$ cat config.mk
export PLATFORM = sky130hd
export DESIGN_NAME = tm1638_display_ctrl
export DESIGN_NICKNAME = d
export VERILOG_FILES = /design/src/rtl/tm1638_display_ctrl.sv
export SDC_FILE = /design/constraint.sdc
export NUM_CORES = 1
export LEC_CHECK = 0
export BUFFER_PORTS_ARGS = -buffer_cell sky130_fd_sc_hd__buf_2
export CORE_ASPECT_RATIO = 0.8
export CORE_UTILIZATION = 56
export CTS_BUF_LIST = sky130_fd_sc_hd__clkbuf_4 sky130_fd_sc_hd__clkbuf_8
export CTS_CLUSTER_DIAMETER = 40
export CTS_CLUSTER_SIZE = 10
export DETAILED_ROUTE_END_ITERATION = 6
export GPL_ROUTABILITY_DRIVEN = 0
export GPL_TIMING_DRIVEN = 0
export PLACE_DENSITY = 0.83
export SYNTH_ARGS = -nofsm -noshare
export SYNTH_HDL_FRONTEND = slang
export SYNTH_SLANG_ARGS = --single-unit
$ cat constraint.sdc
create_clock -name i_Clk -period 3.5 [get_ports i_Clk]
set_input_delay 0.525 -clock i_Clk [delete_from_list [all_inputs] [get_ports i_Clk]]
set_output_delay 0.525 -clock i_Clk [all_outputs]
set_load 0.005 [all_outputs]
$ cat src/rtl/tm1638_display_ctrl.sv
// ============================================================================
// tm1638_display_ctrl: sequences the 18-word TM1638 refresh towards an SPI TX
// Revision: 1.0
// ============================================================================
`default_nettype none

module tm1638_display_ctrl #(
  parameter int INIT_REFRESH = 1
) (
  input  logic        i_Clk,
  input  logic        i_Rst_n,
  input  logic        i_Update,
  input  logic [63:0] i_Segments,
  input  logic [7:0]  i_Leds,
  input  logic [2:0]  i_Brightness,
  input  logic        i_Display_On,
  input  logic        i_SPI_Busy,
  output logic        o_Data_Ready,
  output logic [16:0] o_Data,
  output logic        o_Busy,
  output logic        o_Done
);

  typedef enum logic [2:0] {
    IDLE      = 3'd0,
    SETUP     = 3'd1,
    SEND      = 3'd2,
    WAIT_ACK  = 3'd3,
    WAIT_DONE = 3'd4
  } state_t;

  localparam logic [4:0] LAST_IDX = 5'd17;

  state_t      state_q, state_d;
  logic [4:0]  idx_q, idx_d;
  logic        pending_q, pending_d;
  logic        started_q;
  logic        load;

  logic [63:0] seg_q;
  logic [7:0]  led_q;
  logic [2:0]  bright_q;
  logic        on_q;

  logic [3:0]  w_addr;
  logic [7:0]  w_seg_byte;
  logic        w_led_bit;

  always_ff @(posedge i_Clk or negedge i_Rst_n) begin
    if (!i_Rst_n) begin
      state_q   <= IDLE;
      idx_q     <= 5'd0;
      pending_q <= 1'b0;
      started_q <= 1'b0;
      seg_q     <= 64'd0;
      led_q     <= 8'd0;
      bright_q  <= 3'd0;
      on_q      <= 1'b0;
    end else begin
      state_q   <= state_d;
      idx_q     <= idx_d;
      pending_q <= pending_d;
      started_q <= 1'b1;
      if (load) begin
        seg_q    <= i_Segments;
        led_q    <= i_Leds;
        bright_q <= i_Brightness;
        on_q     <= i_Display_On;
      end
    end
  end

  always_comb begin
    state_d   = state_q;
    idx_d     = idx_q;
    pending_d = pending_q;
    load      = 1'b0;
    o_Done    = 1'b0;
    case (state_q)
      IDLE: begin
        if (pending_q || i_Update) begin
          state_d   = SETUP;
          idx_d     = 5'd0;
          pending_d = 1'b0;
          load      = 1'b1;
        end
      end
      SETUP: begin
        if (!i_SPI_Busy) state_d = SEND;
      end
      SEND: begin
        state_d = WAIT_ACK;
      end
      WAIT_ACK: begin
        if (i_SPI_Busy) state_d = WAIT_DONE;
      end
      WAIT_DONE: begin
        if (!i_SPI_Busy) begin
          if (idx_q >= LAST_IDX) begin
            state_d = IDLE;
            o_Done  = 1'b1;
          end else begin
            idx_d   = idx_q + 5'd1;
            state_d = SETUP;
          end
        end
      end
      default: state_d = IDLE;
    endcase
    // Requests arriving mid-refresh (including the done cycle) collapse into one.
    if (state_q != IDLE && i_Update) pending_d = 1'b1;
    if (INIT_REFRESH != 0 && !started_q && !load) pending_d = 1'b1;
  end

  // Words 1..16 alternate digit segment byte / LED bit, address = index - 1.
  assign w_addr     = idx_q[3:0] - 4'd1;
  assign w_seg_byte = seg_q[{w_addr[3:1], 3'b000} +: 8];
  assign w_led_bit  = led_q[w_addr[3:1]];

  always_comb begin
    o_Data = 17'd0;
    if (state_q != IDLE) begin
      if (idx_q == 5'd0) begin
        o_Data = {1'b0, 8'h00, 8'h44};
      end else if (idx_q >= LAST_IDX) begin
        o_Data = {1'b0, 8'h00, 4'h8, on_q, bright_q};
      end else if (w_addr[0]) begin
        o_Data = {1'b1, 7'd0, w_led_bit, 4'hC, w_addr};
      end else begin
        o_Data = {1'b1, w_seg_byte, 4'hC, w_addr};
      end
    end
  end

  assign o_Data_Ready = (state_q == SEND);
  assign o_Busy       = (state_q != IDLE);

endmodule

`default_nettype wire

==> results.tsv, run 1 <==
metric	value	unit
Clock Skew	13.6	ps
crit path time final	3300	ps
initial core utilization	0.580	
CTS Root Cell	clkbuf_8	
clk_lat worst skew	360	ps
CTS tree	done	
worst path arrival time	2780	ps
clock slew at reported path FFs	90	ps
vias	3050	
total track usage	0.277	
P_leak	2.40	nW
number of synthesized flops with an enable pin	0	
Slew Limit Fails	0	
RSZ-0062 raised after global routing	false	
CTS H-Tree Depth	3	
post-synthesis instance area	4290	µm²
crit path max fanout	10	
ANT nets after route	0	
DRT Wirelength	9.91	mm
initial antenna violation count	1	
WS Path Type	reg2out	
Worst-Margin Slew	754	ps
DR iter-0 viols	148	
clock sinks	86	
Final Hold Vio Count	0	
filler cell count	518	
Seq cells post-synth	86	
die height	80.3	µm
sequential area share after synthesis	0.502	
post-synth cell types	53	
ANT cells	0	
grt total ovfl	0	
Final #Nets	511	
CP Capture Type	output port	
CORE AREA	7390	µm²
# IOs	100	
die width	99.8	µm
maximum root-to-sink buffer count	2	
CP startpoint kind	flip-flop	
Power Dens Cells	913	nW/µm²
largest net degree at the start of global routing	46	
Area Overhead vs Synth	20.6	%
hold crit path type	in2async	
WL/cell	18.5	µm
WP data required	2970	ps
Residual DRC	0	
Ys Warns	0	
Final setup viols	0	
vias in the first global route	3257	
Max Cap Viol	0	
HPWL Detailed	7.23	mm
I/O Buffers	96	
TritonCTS Buffers	9	
Async SR Flop Fraction	1.00	
Site Rows	28	
fin crit share	0.943	
slew margin rel.	0.492	
DRT Pass-1 Iters	4	
max frequency	303	MHz
Avg Vias per Cell	5.68	
DP Area	4930	µm²
final design utilization	0.699	
cells after synthesis	318	
global-route wire length before repair	16.4	mm
Design Area, Final	5170	µm²
maximum VDD drop	440	µV
Fin Setup TNS	0	ps
run status	finished clean	
Top FF cell, synth	dfrtp_1	
layout cells sized above 1	0.539	
die area	8010	µm²
Mapped Avg Cell Area	13.5	µm²
cell type report:
cell class / instances / area [µm²] / share of cell area
plain buffers: 21 / 146 / 0.0283
clock inverters: 6 / 75.1 / 0.0145
repair buffers: 97 / 510 / 0.0987
inverters: 6 / 27.5 / 0.00532
flip-flops and latches: 86 / 2150 / 0.416
clock buffers: 10 / 138 / 0.0266
multi-input cells: 206 / 1990 / 0.385
well taps: 105 / 131 / 0.0254
final timing paths:
kind | slack (ps) | cells after the start | end | startpoint
max | 200 | 9 | o_Data[11] | idx_q[0]
min reg2reg | 420 | 1 | pending_q | started_q
max in group asynchronous | 2730 | 2 | pending_q | i_Rst_n
min | 160 | 1 | seg_q[10] | i_Rst_n
max reg2reg | 1340 | 8 | idx_q[3] | idx_q[1]
min in group i_Clk | 390 | 2 | seg_q[50] | i_Segments[50]
layer usage:
metal	GRT usage	part of all wire	routed length, µm
met1	0.357	0.42	4150
met5	0	0.0010	10
met3	0.0714	0.074	731
met2	0.451	0.49	4840
met4	0.112	0.019	185
repair_timing:
| item | 4_1_cts | 5_1_grt |
|---|---|---|
| setup endpoints to repair | 6 | 6 |
| hold buffers | 0 | 0 |
| buffers inserted | 0 | 0 |
| gates resized for setup | 3 | 3 |
state kept, by name, summed over array words and instances, names as in the netlist:
signal     count
bright_q       3
idx_q          5
led_q          8
on_q           1
pending_q      1
seg_q         64
started_q      1
state_q        3
synthesized netlist by cell type (all sizes together), types with 2 or more instances:
master / count / area (µm²)
nand3: 5 / 25.0
xor2: 2 / 25.0
dfrtp: 86 / 2150
inv: 6 / 22.5
ha: 4 / 50.1
mux2i: 11 / 110
clkbuf: 3 / 11.3
nand2: 11 / 41.3
buf: 18 / 126
o21ai: 6 / 30.0
nand3b: 2 / 15.0
and3: 2 / 12.5
a211oi: 2 / 15.0
nor2: 23 / 113
a21oi: 7 / 35.0
conb: 2 / 7.51
o211ai: 2 / 15.0
xnor2: 2 / 25.0
nor3b: 2 / 15.0
o22ai: 2 / 12.5
mux2: 80 / 901
nor3: 5 / 30.0
mux4: 15 / 338
metrics by stage:
stage / std cells / power (mW) / setup slack [ps] / hold WS [ps]
global route: 537 / 5.02 / 26.6 / 197
detailed placement: 521 / 3.98 / 230 / 409
CTS: 537 / 4.74 / 46.2 / 164
global placement: 520 / 3.85 / 242 / 398
floorplan: 319 / 3.39 / 791 / 229
finish: 537 / 4.72 / 199 / 158
critical path, cell delays in order (launching register included):
cell      delay, ps
dfrtp_1         420
clkbuf_4        200
inv_1           110
ha_1            260
xor2_4          400
buf_4           310
mux4_2          360
mux2i_1         150
nor2_1           70
buf_2           140
kinds of logic (layout without fill, tap and decap cells):
| group | after synthesis | in the layout | share of synthesized area |
|---|---|---|---|
| buffers and inverters | 27 | 140 | 0.0374 |
| AO/OA/AOI/OAI | 30 | 30 | 0.0473 |
| other | 2 | 3 | 0.00175 |
| multiplexers | 106 | 106 | 0.315 |
| adder cells (fa/ha/maj) | 4 | 4 | 0.0117 |
| XOR/XNOR | 4 | 4 | 0.0117 |
| AND/OR/NAND/NOR | 59 | 59 | 0.0736 |
| flip-flops | 86 | 86 | 0.502 |
cell usage in the layout, fill, tap and decap left out, types with 3 or more instances in the layout:
master and n:
mux2_2 80, buf_2 98, clkbuf_8 10, o21ai_0 6, clkbuf_1 3, inv_1 4, nand3_1 5, buf_6 3
ha_1 4, buf_4 11, conb_1 3, nor3_1 4, inv_6 3, dfrtp_1 86, a21oi_1 7, mux2i_1 11
nor2_1 20, mux4_2 15, nand2_1 11
power breakdown:
| group | total (mW) | internal (mW) | switching [mW] |
|---|---|---|---|
| Clock | 0.740 | 0.362 | 0.378 |
| Combinational | 2.22 | 1.26 | 0.956 |
| Sequential | 1.76 | 1.48 | 0.280 |
| Total | 4.72 | 3.11 | 1.61 |
Power figures use the tool's default switching activity.
==> inputs of run 2 (changes only) <==
--- a/config.mk
+++ b/config.mk
@@ -5,14 +5,13 @@
 export SDC_FILE = /design/constraint.sdc
 export NUM_CORES = 1
 export LEC_CHECK = 0
-export BUFFER_PORTS_ARGS = -buffer_cell sky130_fd_sc_hd__buf_2
+export BUFFER_PORTS_ARGS = -buffer_cell sky130_fd_sc_hd__clkbuf_2
 export CORE_ASPECT_RATIO = 0.8
 export CORE_UTILIZATION = 56
 export CTS_BUF_LIST = sky130_fd_sc_hd__clkbuf_4 sky130_fd_sc_hd__clkbuf_8
 export CTS_CLUSTER_DIAMETER = 40
 export CTS_CLUSTER_SIZE = 10
 export DETAILED_ROUTE_END_ITERATION = 6
-export GPL_ROUTABILITY_DRIVEN = 0
 export GPL_TIMING_DRIVEN = 0
 export PLACE_DENSITY = 0.83
 export SYNTH_ARGS = -nofsm -noshare
==> run 2 against run 1 <==
  * Largest cell class unchanged
  * First-iteration DRC count fell by 10%
  * Critical path depth is the same
  * Clock-buffer cell count is 2 higher
  * Die area unchanged
  * Final area shrank 0.61%
  * Sequential power hardly changed
  * Hold slack improved by 36 ps
  * Total power fell by 1.6%
==> results.tsv, run 2 (synthesized netlist as in run 1, its figures left out) <==
metric	value	unit	change
crit path max fanout	10		unchanged
total track usage	0.278		+0.000574
die area	8010	µm²	unchanged
CTS H-Tree Depth	3		unchanged
grt total ovfl	0		unchanged
Slew Limit Fails	0		unchanged
DRT Wirelength	10.0	mm	+0.96%
initial core utilization	0.580		unchanged
TritonCTS Buffers	9		unchanged
CP startpoint kind	flip-flop		
post-CTS setup buffer count	0		unchanged
Final #Nets	511		unchanged
Most flops, register	seg_q		
CP bufs+invs	5		+1
ANT cells	0		unchanged
die width	99.8	µm	unchanged
commonest cells after routing, fill and taps aside	clkbuf_2, dfrtp_1, mux2_2, nor2_1, mux4_2		
maximum root-to-sink buffer count	2		unchanged
P_leak	2.39	nW	-0.53%
Area Overhead vs Synth	19.9	%	
layout cells sized above 1	0.539		unchanged
hold crit path type	in2async		
Final Hold Vio Count	0		unchanged
WS Path Type	reg2out		
CORE AREA	7390	µm²	unchanged
Worst-Margin Slew	778	ps	+23.8 ps
vias in the first global route	3241		-0.49%
vias	3074		+0.79%
largest net degree at the start of global routing	46		unchanged
Max stage delay cell, worst path	mux4_2		
Power Dens Cells	904	nW/µm²	-0.96%
CP max stage delay	560	ps	+140 ps
HPWL Detailed	7.36	mm	+1.8%
Top Family by Delay on Critical Path	buffers and inverters		
initial antenna violation count	0		-1
Final setup viols	0		unchanged
Max Cap Viol	0		unchanged
Reg2Reg Depth	8		unchanged
Residual DRC	0		unchanged
worst path arrival time	2820	ps	+40 ps
slew margin rel.	0.476		-0.0160
RSZ-0062 raised after global routing	false		
Avg Vias per Cell	5.72		+0.79%
# IOs	100		unchanged
WL/cell	18.6	µm	+0.96%
Site Rows	28		unchanged
Fin Setup TNS	0	ps	unchanged
critical-path cell list	buf_2 > inv_1 > ha_1 > clkinv_4 > buf_6 > mux4_2 > mux2i_1 > nor2_1 > clkbuf_2		
CTS Root Cell	clkbuf_8		
clk_lat worst skew	360	ps	about the same
die height	80.3	µm	unchanged
DR iter-0 viols	133		-10%
biggest regs	seg_q x64, led_q x8, idx_q x5		
crit path time final	3350	ps	+47.6 ps
Fin Hold WS	194	ps	+35.7 ps
fin crit share	0.957		+0.0136
CTS tree	done		
CP Depth	9		unchanged
clock sinks	86		unchanged
Clock Skew	11.4	ps	-2.24 ps
CP Capture Type	output port		
I/O Buffers	96		unchanged
global-route wire length before repair	16.4	mm	-0.13%
CTS Hold Bufs	0		unchanged
ANT nets after route	0		unchanged
clock slew at reported path FFs	90	ps	about the same
gp weighted congestion	0.877		
max FFs per register	64		unchanged
maximum VDD drop	532	µV	+21%
max frequency	299	MHz	-1.4%
WP data required	2970	ps	about the same
cts repair resizes	2		-1
most common cell after layout, fill and taps aside	clkbuf_2		
DRT Pass-1 Iters	4		unchanged
run status	finished clean		
[run 2: changes by cell type in the layout (fill, tap and decap cells not counted)]
cell,delta
clkbuf_2,+95
clkinvlp_4,+2
buf_2,-94
buf_4,-1
inv_6,-2
inv_8,-1
clkbuf_4,+2
bufinv_16,-1
[run 2: layout make-up]
type                    instances  area, µm²
plain buffers                  21        144
inverters                       6       27.5
well taps                     105        131
flip-flops and latches         86       2150
fillers                       526       2250
clock inverters                 4       31.3
clock buffers                  12        153
repair buffers                 97        510
multi-input cells             206       1990
[run 2: worst reg2reg max path, stage by stage (launching register included)]
cell and delay [ps]:
dfrtp_1 480, inv_1 120, ha_1 220, nor3_2 230
a21bo_1 130, buf_4 160, a21oi_1 110, or4_1 510
a21oi_1 210
[run 2: power by group]
group / internal, mW / leakage [nW] / switching, mW
sequential: 1.48 / 1.02 / 0.284
combinational: 1.26 / 1.28 / 0.963
clock: 0.296 / 0.0861 / 0.362
total: 3.04 / 2.39 / 1.61
[run 2: worst paths after layout]
kind                           startpoint          to  slack [ps]
max                              idx_q[0]  o_Data[10]         150
min                               i_Rst_n   seg_q[10]         190
max reg2reg                      idx_q[1]    idx_q[3]        1250
min reg2reg                     started_q   pending_q         410
max in group asynchronous         i_Rst_n   seg_q[37]        2670
min in group i_Clk         i_Segments[26]   seg_q[26]         390
[run 2: layer usage]
layer  share of wire  global-route usage
met5               0                   0
met4           0.012               0.101
met3           0.063              0.0836
met2            0.49               0.454
met1            0.43               0.352
[run 2: through the flow]
step | cells | utilization | total power, mW | setup slack (ps) | area (µm²)
2_1_floorplan | 319 | - | 3.39 | 791 | 4290
3_3_place_gp | 520 | 0.663 | 3.86 | 252 | 4900
3_5_place_dp | 521 | 0.667 | 3.98 | 218 | 4930
4_1_cts | 537 | 0.693 | 4.65 | 45.9 | 5120
5_1_grt | 537 | 0.695 | 4.93 | 4.94 | 5140
6_report | 537 | 0.695 | 4.65 | 151 | 5140
==> inputs of run 3 (changes only) <==
--- a/config.mk
+++ b/config.mk
@@ -7,13 +7,13 @@
 export LEC_CHECK = 0
 export BUFFER_PORTS_ARGS = -buffer_cell sky130_fd_sc_hd__clkbuf_2
 export CORE_ASPECT_RATIO = 0.8
-export CORE_UTILIZATION = 56
+export CORE_UTILIZATION = 31
 export CTS_BUF_LIST = sky130_fd_sc_hd__clkbuf_4 sky130_fd_sc_hd__clkbuf_8
 export CTS_CLUSTER_DIAMETER = 40
 export CTS_CLUSTER_SIZE = 10
 export DETAILED_ROUTE_END_ITERATION = 6
 export GPL_TIMING_DRIVEN = 0
-export PLACE_DENSITY = 0.83
+export SKIP_LAST_GASP = 1
 export SYNTH_ARGS = -nofsm -noshare
 export SYNTH_HDL_FRONTEND = slang
 export SYNTH_SLANG_ARGS = --single-unit
==> run 3 against run 2 <==
  * Clock-buffer cell count stayed put
  * Sequential power about the same
  * Utilization fell by 30 points
  * Non-clock buffer count up 5
  * Combinational power is 3% higher
  * Highest routed layer unchanged
==> results.tsv, run 3 (synthesized netlist as in run 1, its figures left out) <==
metric	value	unit	change
worst path arrival time	2740	ps	-80 ps
DRT Wirelength	10.7	mm	+6.6%
clock sinks	86		unchanged
TritonCTS Buffers	9		unchanged
FF/Latch Area	2150	µm²	unchanged
Most flops, register	seg_q		
most common cell after layout, fill and taps aside	clkbuf_2		
R2R Path Start	idx_q[1]		
Area Overhead vs Synth	23.6	%	
CP startpoint kind	flip-flop		
clk_lat worst skew	360	ps	about the same
P_leak	2.43	nW	+1.6%
max FFs per register	64		unchanged
CTS Root Cell	clkbuf_8		
global-route wire length before repair	16.9	mm	+3.3%
crit path max fanout	10		unchanged
Final setup viols	0		unchanged
slew margin rel.	0.484		+0.00761
layout cells sized above 1	0.546		+0.00652
HPWL Detailed	7.96	mm	+8.1%
WL/cell	17.3	µm	-7.1%
Reg2Reg Depth	8		unchanged
CP Capture Type	output port		
grt total ovfl	0		unchanged
CP max stage delay	570	ps	about the same
# IOs	100		unchanged
fin crit share	0.934		-0.0231
Site Rows	38		+36%
die area	14300	µm²	+79%
Worst R2R Setup Slack	1360	ps	+110 ps
maximum VDD drop	378	µV	-29%
vias in the first global route	3050		-5.9%
Avg Vias per Cell	4.81		-16%
clock slew at reported path FFs	80	ps	about the same
CTS tree	done		
gp weighted congestion	0.842		-4.0%
Power Dens Cells	899	nW/µm²	-0.56%
Design Area, Final	5300	µm²	+3.1%
Fin Setup TNS	0	ps	unchanged
reg2reg end	idx_q[3]		
number of standard cells in the final layout excluding fillers	616		+15%
Top Family by Delay on Critical Path	buffers and inverters		
DR iter-0 viols	167		+26%
biggest regs	seg_q x64, led_q x8, idx_q x5		
RSZ-0062 raised after global routing	false		
CTS Hold Bufs	0		unchanged
Worst-Margin Slew	767	ps	-11.3 ps
Final Hold Vio Count	0		unchanged
filler cell count	1342		+160%
ANT nets after route	0		unchanged
final design utilization	0.392		-0.303
commonest cells after routing, fill and taps aside	clkbuf_2, dfrtp_1, mux2_2, nor2_1		
max frequency	306	MHz	+2.5%
critical-path cell list	clkbuf_4 > inv_1 > ha_2 > inv_6 > buf_6 > mux4_2 > mux2i_1 > nor2_1 > clkbuf_2		
hold crit path type	in2async		
largest net degree at the start of global routing	52		+13%
CTS H-Tree Depth	3		unchanged
maximum root-to-sink buffer count	2		unchanged
initial core utilization	0.317		-0.262
Residual DRC	0		unchanged
die height	107	µm	+34%
DRT Pass-1 Iters	4		unchanged
die width	133	µm	+34%
CORE AREA	13500	µm²	+83%
area occupied by multi-input gates	1990	µm²	+0.13%
Slew Limit Fails	0		unchanged
run status	finished clean		
I/O Buffers	96		unchanged
Max Cap Viol	0		unchanged
CP bufs+invs	5		unchanged
placed cells	596		+14%
ANT cells	0		unchanged
Total Power	4.76	mW	+2.5%
vias	2966		-3.5%
DP Area	5030	µm²	+1.9%
Clock Skew	9.15	ps	-2.23 ps
WS Path Type	reg2out		
Max stage delay cell, worst path	mux4_2		
initial antenna violation count	0		unchanged
WP data required	2970	ps	about the same
Final #Nets	516		+0.98%
crit path time final	3270	ps	-80.7 ps
total track usage	0.161		-0.116
[run 3: cell types whose count changed in the layout (fill, tap and decap cells not counted), sizes merged]
| cell | delta |
|---|---|
| clkinvlp | -2 |
| clkbuf | +1 |
| bufinv | +1 |
| buf | +4 |
[run 3: cell type report]
cell class,instances,share of cell area
clock inverter,3,0.00803
buffer,21,0.0276
clock buffer,12,0.0312
multi-input combinational,206,0.376
inverter,6,0.00519
sequential,86,0.406
timing repair buffer,102,0.103
tap,180,0.0425
[run 3: repair_timing]
action,CTS,global route
setup endpoints to repair,6,7
pin swaps,0,0
buffers inserted,0,5
endpoints found under the hold margin,0,0
gates resized for setup,4,3
[run 3: report_power, final]
part	switching (mW)	internal, mW	total (mW)
Sequential	0.266	1.48	1.75
Combinational	0.987	1.30	2.29
Clock	0.346	0.383	0.729
Total	1.60	3.17	4.76
[run 3: routing by layer]
metal / vias up / track usage / wire length, µm
li1: 1381 / - / -
met1: 1493 / 0.219 / 5080
met2: 75 / 0.238 / 4760
met3: 17 / 0.0544 / 641
met4: 0 / 0.0576 / 180
met5: - / 0 / 0
[run 3: worst reg2reg max path, stage by stage, from the launching register on]
cell and delay [ps]:
dfrtp_1 460, inv_1 130, ha_1 220, nor3_2 230, a21bo_1 130, buf_4 160
a21oi_1 110, or4_1 480, a21oi_1 160
[run 3: worst max path at each step]
stage	cells past startpoint	slack, ps	to	start
4_1_cts	9	30	o_Data[11]	idx_q[0]
2_1_floorplan	8	790	o_Data[13]	idx_q[0]
5_1_grt	9	60	o_Data[11]	idx_q[0]
3_5_place_dp	9	130	o_Data[11]	idx_q[0]
6_report	9	230	o_Data[11]	idx_q[0]
3_3_place_gp	9	150	o_Data[11]	idx_q[0]
[run 3: metrics by stage]
step,setup slack [ps],hold slack (ps)
global route,55.7,183
finish,232,170
global placement,148,405
detailed placement,135,414
floorplan,791,229
CTS,27.4,172
